==> src/rtl/cdec8_mem_arbiter.sv <==
// CDEC8 memory bus arbiter: the CPU owns the bus; host/debug accesses are slipped in by stalling the CPU.
// Optional ARB_STATS_EN adds grant/stall statistics counters readable on resdt.
//
// state    | meaning
// IDLE     | CPU owns bus, no host request pending
// WAIT_GAP | host pending, CPU still owns bus, searching for an idle cycle
// ACCESS   | host owns bus, strobe active for ACC_CYCLES clocks
// DONE     | host_ack pulse, strobes released
// HOLD     | decide between another burst access and returning the bus
module cdec8_mem_arbiter #(
    parameter int ACC_CYCLES     = 2,
    parameter int STARVE_LIMIT   = 64,
    parameter int HOST_BURST_MAX = 4
) (
    input  logic       clock,
    input  logic       reset_N,
    input  logic [7:0] cpu_adrs,
    input  logic [7:0] cpu_data_out,
    input  logic       cpu_mmrd_N,
    input  logic       cpu_mmwr_N,
    output logic       cpu_stall,
    input  logic       host_req,
    input  logic       host_we,
    input  logic [7:0] host_adrs,
    input  logic [7:0] host_wdata,
    output logic       host_ack,
    output logic [7:0] host_rdata,
    output logic [7:0] mem_adrs,
    output logic [7:0] mem_wdata,
    output logic       mem_rd_N,
    output logic       mem_wr_N,
    input  logic [7:0] mem_rdata,
    input  logic [7:0] resad,
    output logic [7:0] resdt
);

    localparam logic [3:0] ACC_LAST    = 4'(ACC_CYCLES - 1);
    localparam logic [8:0] STARVE_LIM9 = 9'(STARVE_LIMIT);
    localparam logic [3:0] BURST_MAX4  = 4'(HOST_BURST_MAX);

    typedef enum logic [2:0] {IDLE, WAIT_GAP, ACCESS, DONE, HOLD} state_t;

    state_t     state, state_nxt;
    logic [3:0] acc_cnt, acc_cnt_nxt;
    logic [7:0] starve_cnt, starve_cnt_nxt;
    logic [3:0] burst_cnt, burst_cnt_nxt;
    logic       grant_now;
    logic       capture;
    logic       host_side;
    logic       cpu_idle;
    logic       starve_hit;

    assign cpu_idle   = cpu_mmrd_N & cpu_mmwr_N;
    assign starve_hit = ({1'b0, starve_cnt} + 9'd1) >= STARVE_LIM9;

    always_ff @(posedge clock or negedge reset_N) begin
        if (!reset_N) begin
            state      <= IDLE;
            acc_cnt    <= 4'd0;
            starve_cnt <= 8'd0;
            burst_cnt  <= 4'd0;
            host_rdata <= 8'h00;
        end else begin
            state      <= state_nxt;
            acc_cnt    <= acc_cnt_nxt;
            starve_cnt <= starve_cnt_nxt;
            burst_cnt  <= burst_cnt_nxt;
            if (capture)
                host_rdata <= mem_rdata;
        end
    end

    always_comb begin
        state_nxt      = state;
        acc_cnt_nxt    = acc_cnt;
        starve_cnt_nxt = starve_cnt;
        burst_cnt_nxt  = burst_cnt;
        grant_now      = 1'b0;
        capture        = 1'b0;
        unique case (state)
            IDLE: begin
                if (host_req) begin
                    state_nxt      = WAIT_GAP;
                    starve_cnt_nxt = 8'd0;
                end
            end
            WAIT_GAP: begin
                if (starve_cnt != 8'hFF)
                    starve_cnt_nxt = starve_cnt + 8'd1;
                if (cpu_idle || starve_hit) begin
                    state_nxt   = ACCESS;
                    acc_cnt_nxt = 4'd0;
                    grant_now   = 1'b1;
                end
            end
            ACCESS: begin
                if (acc_cnt >= ACC_LAST) begin
                    state_nxt = DONE;
                    capture   = ~host_we;
                end else begin
                    acc_cnt_nxt = acc_cnt + 4'd1;
                end
            end
            DONE: begin
                state_nxt = HOLD;
                if (burst_cnt != 4'hF)
                    burst_cnt_nxt = burst_cnt + 4'd1;
            end
            HOLD: begin
                if (host_req && (burst_cnt < BURST_MAX4)) begin
                    state_nxt   = ACCESS;
                    acc_cnt_nxt = 4'd0;
                end else begin
                    state_nxt     = IDLE;
                    burst_cnt_nxt = 4'd0;
                end
            end
            default: state_nxt = IDLE;
        endcase
    end

    // Stall is raised in the grant cycle itself so the CPU does not advance
    // across the edge at which the bus changes hands.
    assign host_side = (state == ACCESS) || (state == DONE) || (state == HOLD);
    assign cpu_stall = host_side | grant_now;
    assign host_ack  = (state == DONE);

    assign mem_adrs  = host_side ? host_adrs  : cpu_adrs;
    assign mem_wdata = host_side ? host_wdata : cpu_data_out;
    assign mem_rd_N  = (state == ACCESS) ? host_we  : (host_side ? 1'b1 : cpu_mmrd_N);
    assign mem_wr_N  = (state == ACCESS) ? ~host_we : (host_side ? 1'b1 : cpu_mmwr_N);

`ifdef ARB_STATS_EN
    logic [15:0] host_grant_cnt;
    logic [15:0] stall_cycle_cnt;

    always_ff @(posedge clock or negedge reset_N) begin
        if (!reset_N) begin
            host_grant_cnt  <= 16'd0;
            stall_cycle_cnt <= 16'd0;
        end else begin
            if (host_ack && (host_grant_cnt != 16'hFFFF))
                host_grant_cnt <= host_grant_cnt + 16'd1;
            if (cpu_stall && (stall_cycle_cnt != 16'hFFFF))
                stall_cycle_cnt <= stall_cycle_cnt + 16'd1;
        end
    end

    assign resdt = (resad == 8'h0A) ? host_grant_cnt[15:8]  :
                   (resad == 8'h0B) ? host_grant_cnt[7:0]   :
                   (resad == 8'h0C) ? stall_cycle_cnt[15:8] :
                   (resad == 8'h0D) ? stall_cycle_cnt[7:0]  : 8'hZZ;
`else
    logic unused_resad;
    assign unused_resad = ^resad;
    assign resdt        = 8'hZZ;
`endif

endmodule

==> config.mk <==
export PLATFORM = sky130hd
export DESIGN_NAME = cdec8_mem_arbiter
export DESIGN_NICKNAME = d
export VERILOG_FILES = /design/src/rtl/cdec8_mem_arbiter.sv
export SDC_FILE = /design/constraint.sdc
export NUM_CORES = 1
export LEC_CHECK = 0
export CORE_MARGIN = 1.5
export CORE_UTILIZATION = 42
export CTS_CLUSTER_DIAMETER = 120
export CTS_CLUSTER_SIZE = 20
export DETAILED_ROUTE_END_ITERATION = 7
export PLACE_DENSITY = 0.84
export RECOVER_POWER = 100
export SLEW_MARGIN = 20
export SYNTH_ARGS = -nofsm -noshare
export SYNTH_HDL_FRONTEND = slang
export SYNTH_SLANG_ARGS = --single-unit
==> constraint.sdc <==
create_clock -name clock -period 5.8 [get_ports clock]
set_input_delay 1.16 -clock clock [delete_from_list [all_inputs] [get_ports clock]]
set_output_delay 1.16 -clock clock [all_outputs]
set_load 0.03 [all_outputs]
Yosys cells after proc, flatten, opt, wreduce, memory -nomap -nowiden
Cells that the tools add are included.

word-level totals
  bits in registers = 27
  bits of input ports = 54

operators by class
  $add $sub $neg = 4
  bitwise gates (word level) = 3
  order comparisons = 3
  equal/unequal tests = 14
  reduce and logical (&&, ||, !) cells = 12
  multiplexer cells = 25

operator list
  kind                                                                                 number
  8-bit 2-to-1 mux                                                                     4
  4-bit 2-to-1 mux                                                                     5
  8-bit one-hot mux with 2 select lines                                                1
  3-bit one-hot mux with 5 select lines                                                1
  2-bit inequality test, second input constant                                         7
  4-bit one-hot mux with 3 select lines                                                1
  8-bit by 1-bit adder with 9-bit output, second input constant                        1
  9-bit by 7-bit greater-or-equal comparator with 1-bit output, second input constant  1
  3-bit 2-to-1 mux                                                                     3
  3-bit AND reduction                                                                  3
  4-bit by 1-bit adder with 4-bit output, second input constant                        2
  8-bit by 1-bit adder with 8-bit output, second input constant                        1
  1-bit 2-to-1 mux                                                                     8
  8-bit inequality test, second input constant                                         1
  4-bit one-hot mux with 2 select lines                                                1
  3-bit by 2-bit == test with 1-bit output, second input constant                      2
  4-bit by 1-bit greater-or-equal comparator with 1-bit output, second input constant  1
  4-bit by 3-bit < comparator with 1-bit output, second input constant                 1
  4-bit inequality test, second input constant                                         1
  4-bit AND reduction                                                                  1
  2-bit nonzero test                                                                   2
  3-bit by 1-bit == test with 1-bit output, second input constant                      1
  3-bit == test, second input constant                                                 1
  3-bit zero test                                                                      1
  other kinds (8)                                                                      10

Logic depth before layout (Yosys ltp)
Gate-level depths: netlist of run 1.

  word-level depth = 6
  mapped depth = 7
  mapped depth without buffers = 7

Worst setup path before layout of run 1
OpenSTA, ideal clock, no wires.

  kind = in2out
  from = input port cpu_mmrd_N
  to = output port cpu_stall
  stages on the path = 3
  required time = 4.640 ns
  setup slack = 2.567 ns
  path buffers = 0
  arrival = 2.073 ns
  cells stage by stage = a21oi_1 > o21a_1 > o21ai_0

between the ends
  word-level cells in the longest chain between the ends = 5

ends and longest elaborated chain
  element             line  text
  start: declaration  19    input logic cpu_mmrd_N,
  1-bit AND           53    assign cpu_idle = cpu_mmrd_N & cpu_mmwr_N;
  1-bit logical OR    90    if (cpu_idle || starve_hit) begin
  1-bit 2-to-1 mux    90
  1-bit 2-to-1 mux    80    unique case (state)
  1-bit OR            125   assign cpu_stall = host_side | grant_now;
  end: declaration    21    output logic cpu_stall,

No other way between the ends.

Worst setup path after layout of run 1
  from = register state[0]
  to = output port mem_wdata[5]

between the ends
  word-level cells in the longest chain between the ends = 4
  elaborated cells between the ends (all ways) = 6
  those cells by class = eq/ne (3); mux (1); reduce/logical (2)

ends and longest elaborated chain
  element                                   line  text
  start: declaration                        43    state_t state, state_nxt;
  start signal: assignment                  64    state <= state_nxt;
  3-bit by 2-bit == test with 1-bit output  124   assign host_side = (state == ACCESS) || (state == DONE) || (state == HOLD);
  1-bit logical OR                          124
  1-bit logical OR *                        124
  8-bit 2-to-1 mux *                        129   assign mem_wdata = host_side ? host_wdata : cpu_data_out;
  end: declaration                          29    output logic [7:0] mem_wdata,

Every way passes the cells marked *; elsewhere a longest branch is shown, timed or not.

==> results of run 1 <==
layout by cell type, fill, tap and decap left out, types with 2 or more instances in the layout:
cell type	count
clkdlybuf4s50_1	43
xnor2_1	2
nand3_1	5
and4_1	2
a31oi_1	4
nand4_1	3
and2_1	4
a211oi_1	3
mux2_2	17
xor2_1	2
nor2_1	15
conb_1	8
a21oi_1	6
dfrtp_1	27
nand2_1	6
dlygate4sd3_1	30
ha_1	6
mux2_1	8
inv_1	4
o21ai_0	12
nor3_1	2
nor3b_1	2
and3_1	2
clkbuf_8	3
layer usage:
metal,track usage,vias up,wire length [um]
li1,-,726,-
met3,0.0417,6,323
met1,0.221,701,1710
met5,0,-,0
met2,0.321,74,1960
met4,0.0612,0,60
worst max-delay path, delay by kind of cell (launching register included):
kind | cells | cell delay (ns)
mux | 1 | 0.43
flops | 1 | 0.59
simple gates | 2 | 1.11
buf+inv | 1 | 0.70
synth_stat cells (2+ instances only):
library cell	n	share of area
a21oi_1	6	0.017
nand3_1	5	0.014
buf_4	9	0.039
xnor2_1	2	0.010
a31oi_1	4	0.014
and3_1	2	0.0072
buf_6	2	0.013
nand4_1	3	0.011
nor3b_1	2	0.0086
nand2_1	6	0.013
nor2_1	14	0.030
nor3_1	2	0.0058
ha_1	6	0.043
and2_1	4	0.014
mux2_4	9	0.078
and4_1	2	0.010
xor2_1	2	0.010
dfrtp_1	27	0.39
mux2_2	17	0.11
inv_1	4	0.0086
o21ai_0	12	0.035
clkbuf_1	3	0.0065
cell families after synthesis:
group,Yosys count,synth area share
AO/OA/AOI/OAI,33,0.130
XOR/XNOR,4,0.0202
adder cells (fa/ha/maj),6,0.0432
buffers and inverters,18,0.0670
flip-flops,27,0.389
multiplexers,27,0.194
other,1,0.00216
AND/OR/NAND/NOR,49,0.154
metrics by stage:
stage               area (um2)  cells   util  setup slack (ns)
global placement          2460    282  0.616              1.82
detailed placement        2460    282  0.616              1.84
CTS                       2510    286  0.627              1.83
finish                    2450    286  0.614              1.54
global route              2450    286  0.614              1.19
floorplan                 1760    172      -              2.57
flip-flops by register name, indices dropped and copies added, names as in the netlist:
name / count
starve_cnt: 8
host_rdata: 8
state: 3
burst_cnt: 4
acc_cnt: 4
power by group through the flow:
| stage | Clock, uW | Combinational [uW] | Sequential [uW] |
|---|---|---|---|
| after floorplan | 0 | 467 | 350 |
| after global placement | 0 | 731 | 309 |
| after detailed placement | 0 | 744 | 314 |
| after CTS | 109 | 748 | 310 |
| after global routing | 114 | 720 | 320 |
| final | 104 | 667 | 309 |
area by class of cell:
type / instances / area (um2) / share of cell area
Clock inverter: 1 / 5.00 / 0.00204
Timing Repair Buffer: 74 / 734 / 0.299
Tap cell: 50 / 62.6 / 0.0255
Multi-Input combinational cell: 127 / 921 / 0.375
Clock buffer: 3 / 41.3 / 0.0168
Sequential cell: 27 / 676 / 0.275
Inverter: 4 / 15.0 / 0.00612
worst min-delay path by stage:
stage	end	from	slack, ns	cells past startpoint
detailed placement	acc_cnt[3]	acc_cnt[3]	0.49	1
global placement	acc_cnt[3]	acc_cnt[3]	0.48	1
finish	host_rdata[6]	host_rdata[6]	0.49	1
floorplan	acc_cnt[3]	acc_cnt[3]	0.46	1
global route	host_rdata[5]	host_rdata[5]	0.52	1
CTS	acc_cnt[3]	acc_cnt[3]	0.51	1
==> flow_summary.yaml, run 1 <==
run_status:
  status: "finished, final reports clean"
power_and_ir_drop:
  p_int_uw: 580
  powerDensity_mw_per_mm2: 440
  p_leak_uw: 0.00105
  switching_share: 0.463
  p_sw_uw: 500
  power.share.clock: 0.096
  vdd_ir_drop_max_v: 0.000255
  seqPwrFrac: 0.286
  power_frac_comb: 0.617
  totalPowerFinal_uw: 1080
sta:
  finalSetupViolations: 0
  fin_crit_sh: 0.735
  holdWs_ns: 0.493
  maxSlewHeadroom: 0.0559
  maxSlewViolCount: 0
  fin_setup_tns_ns: 0
  finalHoldViolCount: 0
  worst_pin_slew_ns: 1.42
  fin_skew_ns: 0.00612
  rsz0062_at_grt: "no"
  fin_crit_ns: 4.26
  fmax_ghz: 0.235
synth:
  syn_avg_cell_area_um2: 10.5
  syn_inst: 165
  ys_seq_area_frac: 0.389
  ys_warn_count: 0
  async_flop_share: 1.00
  synth_edf_count: 0
  ys.flop_type: "dfrtp_1"
  ys_seq_elements: 27
  syn_area_mm2: 0.00174
  ys_types: 44
floorplanning:
  core_mm2: 0.00400
  start_util: 0.434
  die_x_um: 67.3
  rows: 23
  dieHeight_um: 67.3
  io_pins: 90
  dieArea_mm2: 0.00453
global_routing:
  grt_max_degree: 28
  overflow: 0
  grt_pass1_wl_um: 6270
  antenna_found_initial: 0
  first_global_vias: 1429
  grtUsageTotal: 0.183
clocking:
  ctsHtreeMaxLevel: 1
  cts_hold_buf: 0
  cts_setup_buffers: 0
  cts_resized: 0
  tritoncts: "yes"
  cts_root_buf: "clkbuf_8"
  cts_buffer_depth: 2
  clkLatencyLatePin_ns: 0.27
  clkSinkCount: 27
  clkTransAtPathRegs_ns: 0.09
  numCtsBuffers: 3
cells_and_area:
  fill_cells: 356
  syn_to_final_growth_pct: 41.4
  drive_gt1_frac: 0.110
  antenna-diode-count: 0
  nets: 297
critical_path:
  crit_type: "reg2out"
  required_ns: 4.64
  critPathMaxStageDelay_ns: 0.94
  cp-start-kind: "flip-flop"
  r2r_end: "acc_cnt[0]"
  crit_path_end: "mem_wdata[5]"
  r2r-start: "acc_cnt[0]"
  critPathCaptureType: "output port"
  crit_slowest_cell: "nor2_1"
  cp.arrival_ns: 3.10
  startpoint: "state[0]"
  ff2ff_path_depth: 5
  cp_max_fo: 17
  rrSetupSlack_ns: 3.36
  critical_path.cell_chain: "nor3b_1, nor2_1, mux2_2, dlygate4sd3_1"
drt:
  num_vias: 1507
  viasPerCell: 5.27
  wl_um: 4050
  detail_route.wl_per_cell_um: 14.2
  firstDrtPassIters: 4
  postRouteAntennaNets: 0
  drtIter0Drc: 88
  route.detailed.drc: 0
hold_path:
  hold_class: "reg2reg"
placement:
  numPortBuffers: 73
  dp_hpwl_um: 3200
  place.gp.congestion: 0.857
flow_run:
  cap_violations: 0
(Power assumes the default switching activity.)
==> run 2: changes to the inputs <==
CORE_UTILIZATION = 36   (was 42)
PLACE_DENSITY = 0.77   (was 0.84)
clock period = 3.43 ns   (was 5.8 ns; I/O delays follow)
==> flow_summary.yaml, run 2 (synthesis results as in run 1) <==
run_status:
  status: "finished, final reports clean"
global_routing:
  first_global_vias: 1434
  overflow: 0
  grt_max_degree: 28
  grt_pass1_wl_um: 6440
  antenna_found_initial: 0
  grtUsageTotal: 0.157
power_and_ir_drop:
  switching_share: 0.464
  powerDensity_mw_per_mm2: 745
  vdd_ir_drop_max_v: 0.000409
  p_sw_uw: 857
  p_leak_uw: 0.00106
  seqPwrFrac: 0.273
  p_int_uw: 992
  totalPowerFinal_uw: 1850
  power_frac_comb: 0.627
  power.share.clock: 0.100
sta:
  fmax_ghz: 0.318
  maxSlewViolCount: 0
  rsz0062_at_grt: "no"
  fin_skew_ns: 0.00527
  fin_crit_ns: 3.15
  finalHoldViolCount: 0
  fin_setup_tns_ns: 0
  fin_crit_sh: 0.918
  maxSlewHeadroom: 0.0324
  finalSetupViolations: 0
  worst_pin_slew_ns: 1.45
hold_path:
  hold_class: "reg2reg"
  hold_path_depth: 1
drt:
  wl_um: 3930
  viasPerCell: 5.13
  drtIter0Drc: 57
  postRouteAntennaNets: 0
  firstDrtPassIters: 4
  num_vias: 1497
  route.detailed.drc: 0
  detail_route.wl_per_cell_um: 13.5
cells_and_area:
  syn_to_final_growth_pct: 43.0
  drive_gt1_frac: 0.118
  fill_cells: 406
  reg_top3: "host_rdata x8, starve_cnt x8"
  final_common_cell: "clkdlybuf4s50_1"
  multiInputGateArea_um2: 933
  antenna-diode-count: 0
  register_area_um2: 676
  layout_common_cells: "clkdlybuf4s50_1, dlygate4sd3_1, dfrtp_1"
  nets: 299
clocking:
  tritoncts: "yes"
  cts_hold_buf: 0
  clkLatencyLatePin_ns: 0.28
  numCtsBuffers: 3
  cts_resized: 0
  clkSinkCount: 27
  ctsHtreeMaxLevel: 1
  cts_root_buf: "clkbuf_8"
  clkTransAtPathRegs_ns: 0.10
  cts_buffer_depth: 2
  cts_setup_buffers: 0
placement:
  place.gp.congestion: 0.841
  dp_hpwl_um: 3000
  numPortBuffers: 73
floorplanning:
  io_pins: 90
  die_x_um: 72.5
  rows: 25
  core_mm2: 0.00469
  dieArea_mm2: 0.00525
  start_util: 0.370
  dieHeight_um: 72.5
critical_path:
  cp-start-kind: "flip-flop"
  crit_type: "reg2out"
  required_ns: 2.74
  ff2ff_path_depth: 5
  critPathCaptureType: "output port"
  cp_max_fo: 9
  cp.arrival_ns: 2.46
flow_run:
  cap_violations: 0
run 2: cell type report:
cell class	instances	share of cell area
Multi-Input combinational cell	127	0.376
Inverter	4	0.00605
Tap cell	54	0.0272
Clock inverter	1	0.00202
Sequential cell	27	0.272
Clock buffer	3	0.0166
Timing Repair Buffer	76	0.300
run 2: path summary, 6_finish.rpt:
path | slack, ns | endpoint | startpoint
worst max-delay path | 0.28 | cpu_stall | starve_cnt[0]
worst min-delay path | 0.49 | host_rdata[5] | host_rdata[5]
worst max register to register | 1.04 | acc_cnt[0] | acc_cnt[0]
worst min register to register | 0.49 | host_rdata[5] | host_rdata[5]
max in group asynchronous | 1.31 | host_rdata[3] | reset_N
min in group asynchronous | 1.27 | burst_cnt[2] | reset_N
run 2: worst max-delay path: stages, from the launching register on:
cell and delay, ns:
dfrtp_1 0.49, ha_1 0.34, and4_1 0.18, o21a_1 0.24, o21ai_0 0.16, dlygate4sd3_1 0.77
run 2: routing by layer:
| metal | share of wire | GRT usage | up-vias |
|---|---|---|---|
| met2 | 0.45 | 0.260 | 81 |
| met5 | 0 | 0 | - |
| li1 | - | - | 727 |
| met4 | 0.016 | 0.0566 | 0 |
| met1 | 0.43 | 0.202 | 684 |
| met3 | 0.10 | 0.0347 | 5 |
run 2: per-stage QoR:
step / std cells / cell area [um2] / setup slack (ns) / hold WS, ns / utilization
6_report: 292 / 2480 / 0.281 / 0.490 / 0.529
5_1_grt: 292 / 2480 / 0.119 / 0.515 / 0.529
4_1_cts: 292 / 2530 / 0.107 / 0.509 / 0.539
3_3_place_gp: 288 / 2480 / 0.427 / 0.478 / 0.529
2_1_floorplan: 172 / 1760 / 0.830 / 0.390 / -
3_5_place_dp: 288 / 2480 / 0.404 / 0.484 / 0.529
run 2: power groups by stage:
stage / logic, uW / registers, uW / clock network (uW)
2_1_floorplan: 789 / 592 / 0
3_3_place_gp: 1270 / 506 / 0
3_5_place_dp: 1290 / 509 / 0
4_1_cts: 1290 / 505 / 189
5_1_grt: 1250 / 522 / 205
6_report: 1160 / 504 / 185
==> run 3: changes to the inputs <==
CELL_PAD_IN_SITES_DETAIL_PLACEMENT = 0   (was not set)
CELL_PAD_IN_SITES_GLOBAL_PLACEMENT = 1   (was not set)
CORE_UTILIZATION = 26   (was 36)
PLACE_DENSITY = not set   (was 0.77)
PLACE_DENSITY_LB_ADDON = 0.1   (was not set)
TNS_END_PERCENT = 50   (was not set)
==> flow_summary.yaml, run 3 (synthesis results as in run 1) <==
floorplanning:
  io_pins: 90
  die_x_um: 84.7
  dieArea_mm2: 0.00718
  core_mm2: 0.00639
  dieHeight_um: 84.7
  start_util: 0.272
  rows: 29
cells_and_area:
  antenna-diode-count: 0
  nets: 301
  layout_common_cells: "clkdlybuf4s50_1, dfrtp_1, dlygate4sd3_1"
  syn_to_final_growth_pct: 45.1
  final_common_cell: "clkdlybuf4s50_1"
  reg_top3: "host_rdata x8, starve_cnt x8"
  drive_gt1_frac: 0.125
flow_run:
  cap_violations: 1
power_and_ir_drop:
  powerDensity_mw_per_mm2: 752
  p_leak_uw: 0.00106
  vdd_ir_drop_max_v: 0.000329
drt:
  detail_route.wl_per_cell_um: 14.5
  wl_um: 4610
  drtIter0Drc: 35
  num_vias: 1500
  postRouteAntennaNets: 0
  route.detailed.drc: 0
  firstDrtPassIters: 4
  viasPerCell: 4.73
run_status:
  violations: "max-capacitance violations, max-slew violations"
  status: "finished, violations left"
critical_path:
  cp-start-kind: "flip-flop"
  critPathMaxStageDelay_ns: 0.69
  cp.arrival_ns: 2.56
  cp_max_fo: 17
  r2r-start: "acc_cnt[0]"
  crit_family: "buffers and inverters"
  critPathCaptureType: "output port"
  required_ns: 2.74
  startpoint: "state[1]"
  crit_slowest_cell: "dlygate4sd3_1"
  crit_type: "reg2out"
  cp.buffers_inverters: 3
  critical_path.cell_chain: "nor2b_1, clkbuf_1, nor2_2, buf_4, mux2_2, dlygate4sd3_1"
clocking:
  clkSinkCount: 27
  cts_resized: 0
  tritoncts: "yes"
  clkLatencyLatePin_ns: 0.28
  cts_buffer_depth: 2
  cts_hold_buf: 0
  cts_root_buf: "clkbuf_8"
  numCtsBuffers: 3
  clkTransAtPathRegs_ns: 0.10
  ctsHtreeMaxLevel: 1
  cts_setup_buffers: 0
sta:
  fin_crit_ns: 3.24
  finalHoldViolCount: 0
  fin_crit_sh: 0.946
  maxSlewHeadroom: -0.00867
  fmax_ghz: 0.308
  fin_skew_ns: 0.00679
  worst_pin_slew_ns: 1.51
  worst_slack_ns: 0.186
  finalSetupViolations: 0
  maxSlewViolCount: 28
  fin_setup_tns_ns: 0
  rsz0062_at_grt: "no"
hold_path:
  hold_start: "host_rdata[5]"
  hold_class: "reg2reg"
placement:
  dp_hpwl_um: 3490
  dpl_worst_slack_ns: 0.405
  numPortBuffers: 73
  place.gp.congestion: 0.697
global_routing:
  grt_pass1_wl_um: 7630
  grt_max_degree: 28
  first_global_vias: 1485
  grtUsageTotal: 0.132
  antenna_found_initial: 0
  overflow: 0
## run 3: cell types whose count changed in the layout (fill, tap and decap cells not counted), sizes merged
cell,change
dlygate4sd3,-11
clkdlybuf4s50,+11
buf,+2
clkinv,-1
clkinvlp,+1
## run 3: stage by stage
| step | hold slack, ns | power [uW] | instance area [um2] | utilization | cells |
|---|---|---|---|---|---|
| final | 0.497 | 1900 | 2520 | 0.395 | 317 |
| after global routing | 0.513 | 2030 | 2520 | 0.395 | 317 |
| after CTS | 0.515 | 2040 | 2570 | 0.403 | 317 |
| after detailed placement | 0.484 | 1840 | 2530 | 0.396 | 313 |
| after global placement | 0.479 | 1840 | 2530 | 0.396 | 313 |
| after floorplan | 0.390 | 1380 | 1760 | - | 172 |
## run 3: worst paths after layout
kind,slack (ns),cells after the start,endpoint
worst max-delay path,0.19,6,mem_adrs[6]
worst min-delay path,0.50,1,host_rdata[5]
worst max register to register,0.94,5,acc_cnt[0]
worst min register to register,0.50,1,host_rdata[5]
max in group asynchronous,1.25,2,starve_cnt[1]
min in group asynchronous,1.30,2,host_rdata[0]
## run 3: layout make-up
cell class	count	area (um2)
fillers	650	3870
multi-input cells	127	923
repair buffers	78	761
flip-flops and latches	27	676
well taps	77	96.3
clock buffers	3	41.3
inverters	4	15.0
clock inverters	1	7.51
## run 3: per-layer routing
metal / track usage / part of all wire / vias up
li1: - / - / 737
met1: 0.194 / 0.49 / 708
met2: 0.198 / 0.43 / 53
met3: 0.0305 / 0.070 / 2
met4: 0.0264 / 0.0078 / 0
met5: 0 / 0 / -
## run 3: report_power, final
| group | internal [uW] | switching [uW] |
|---|---|---|
| Combinational | 519 | 684 |
| Clock | 82.6 | 108 |
| Sequential | 419 | 83.4 |
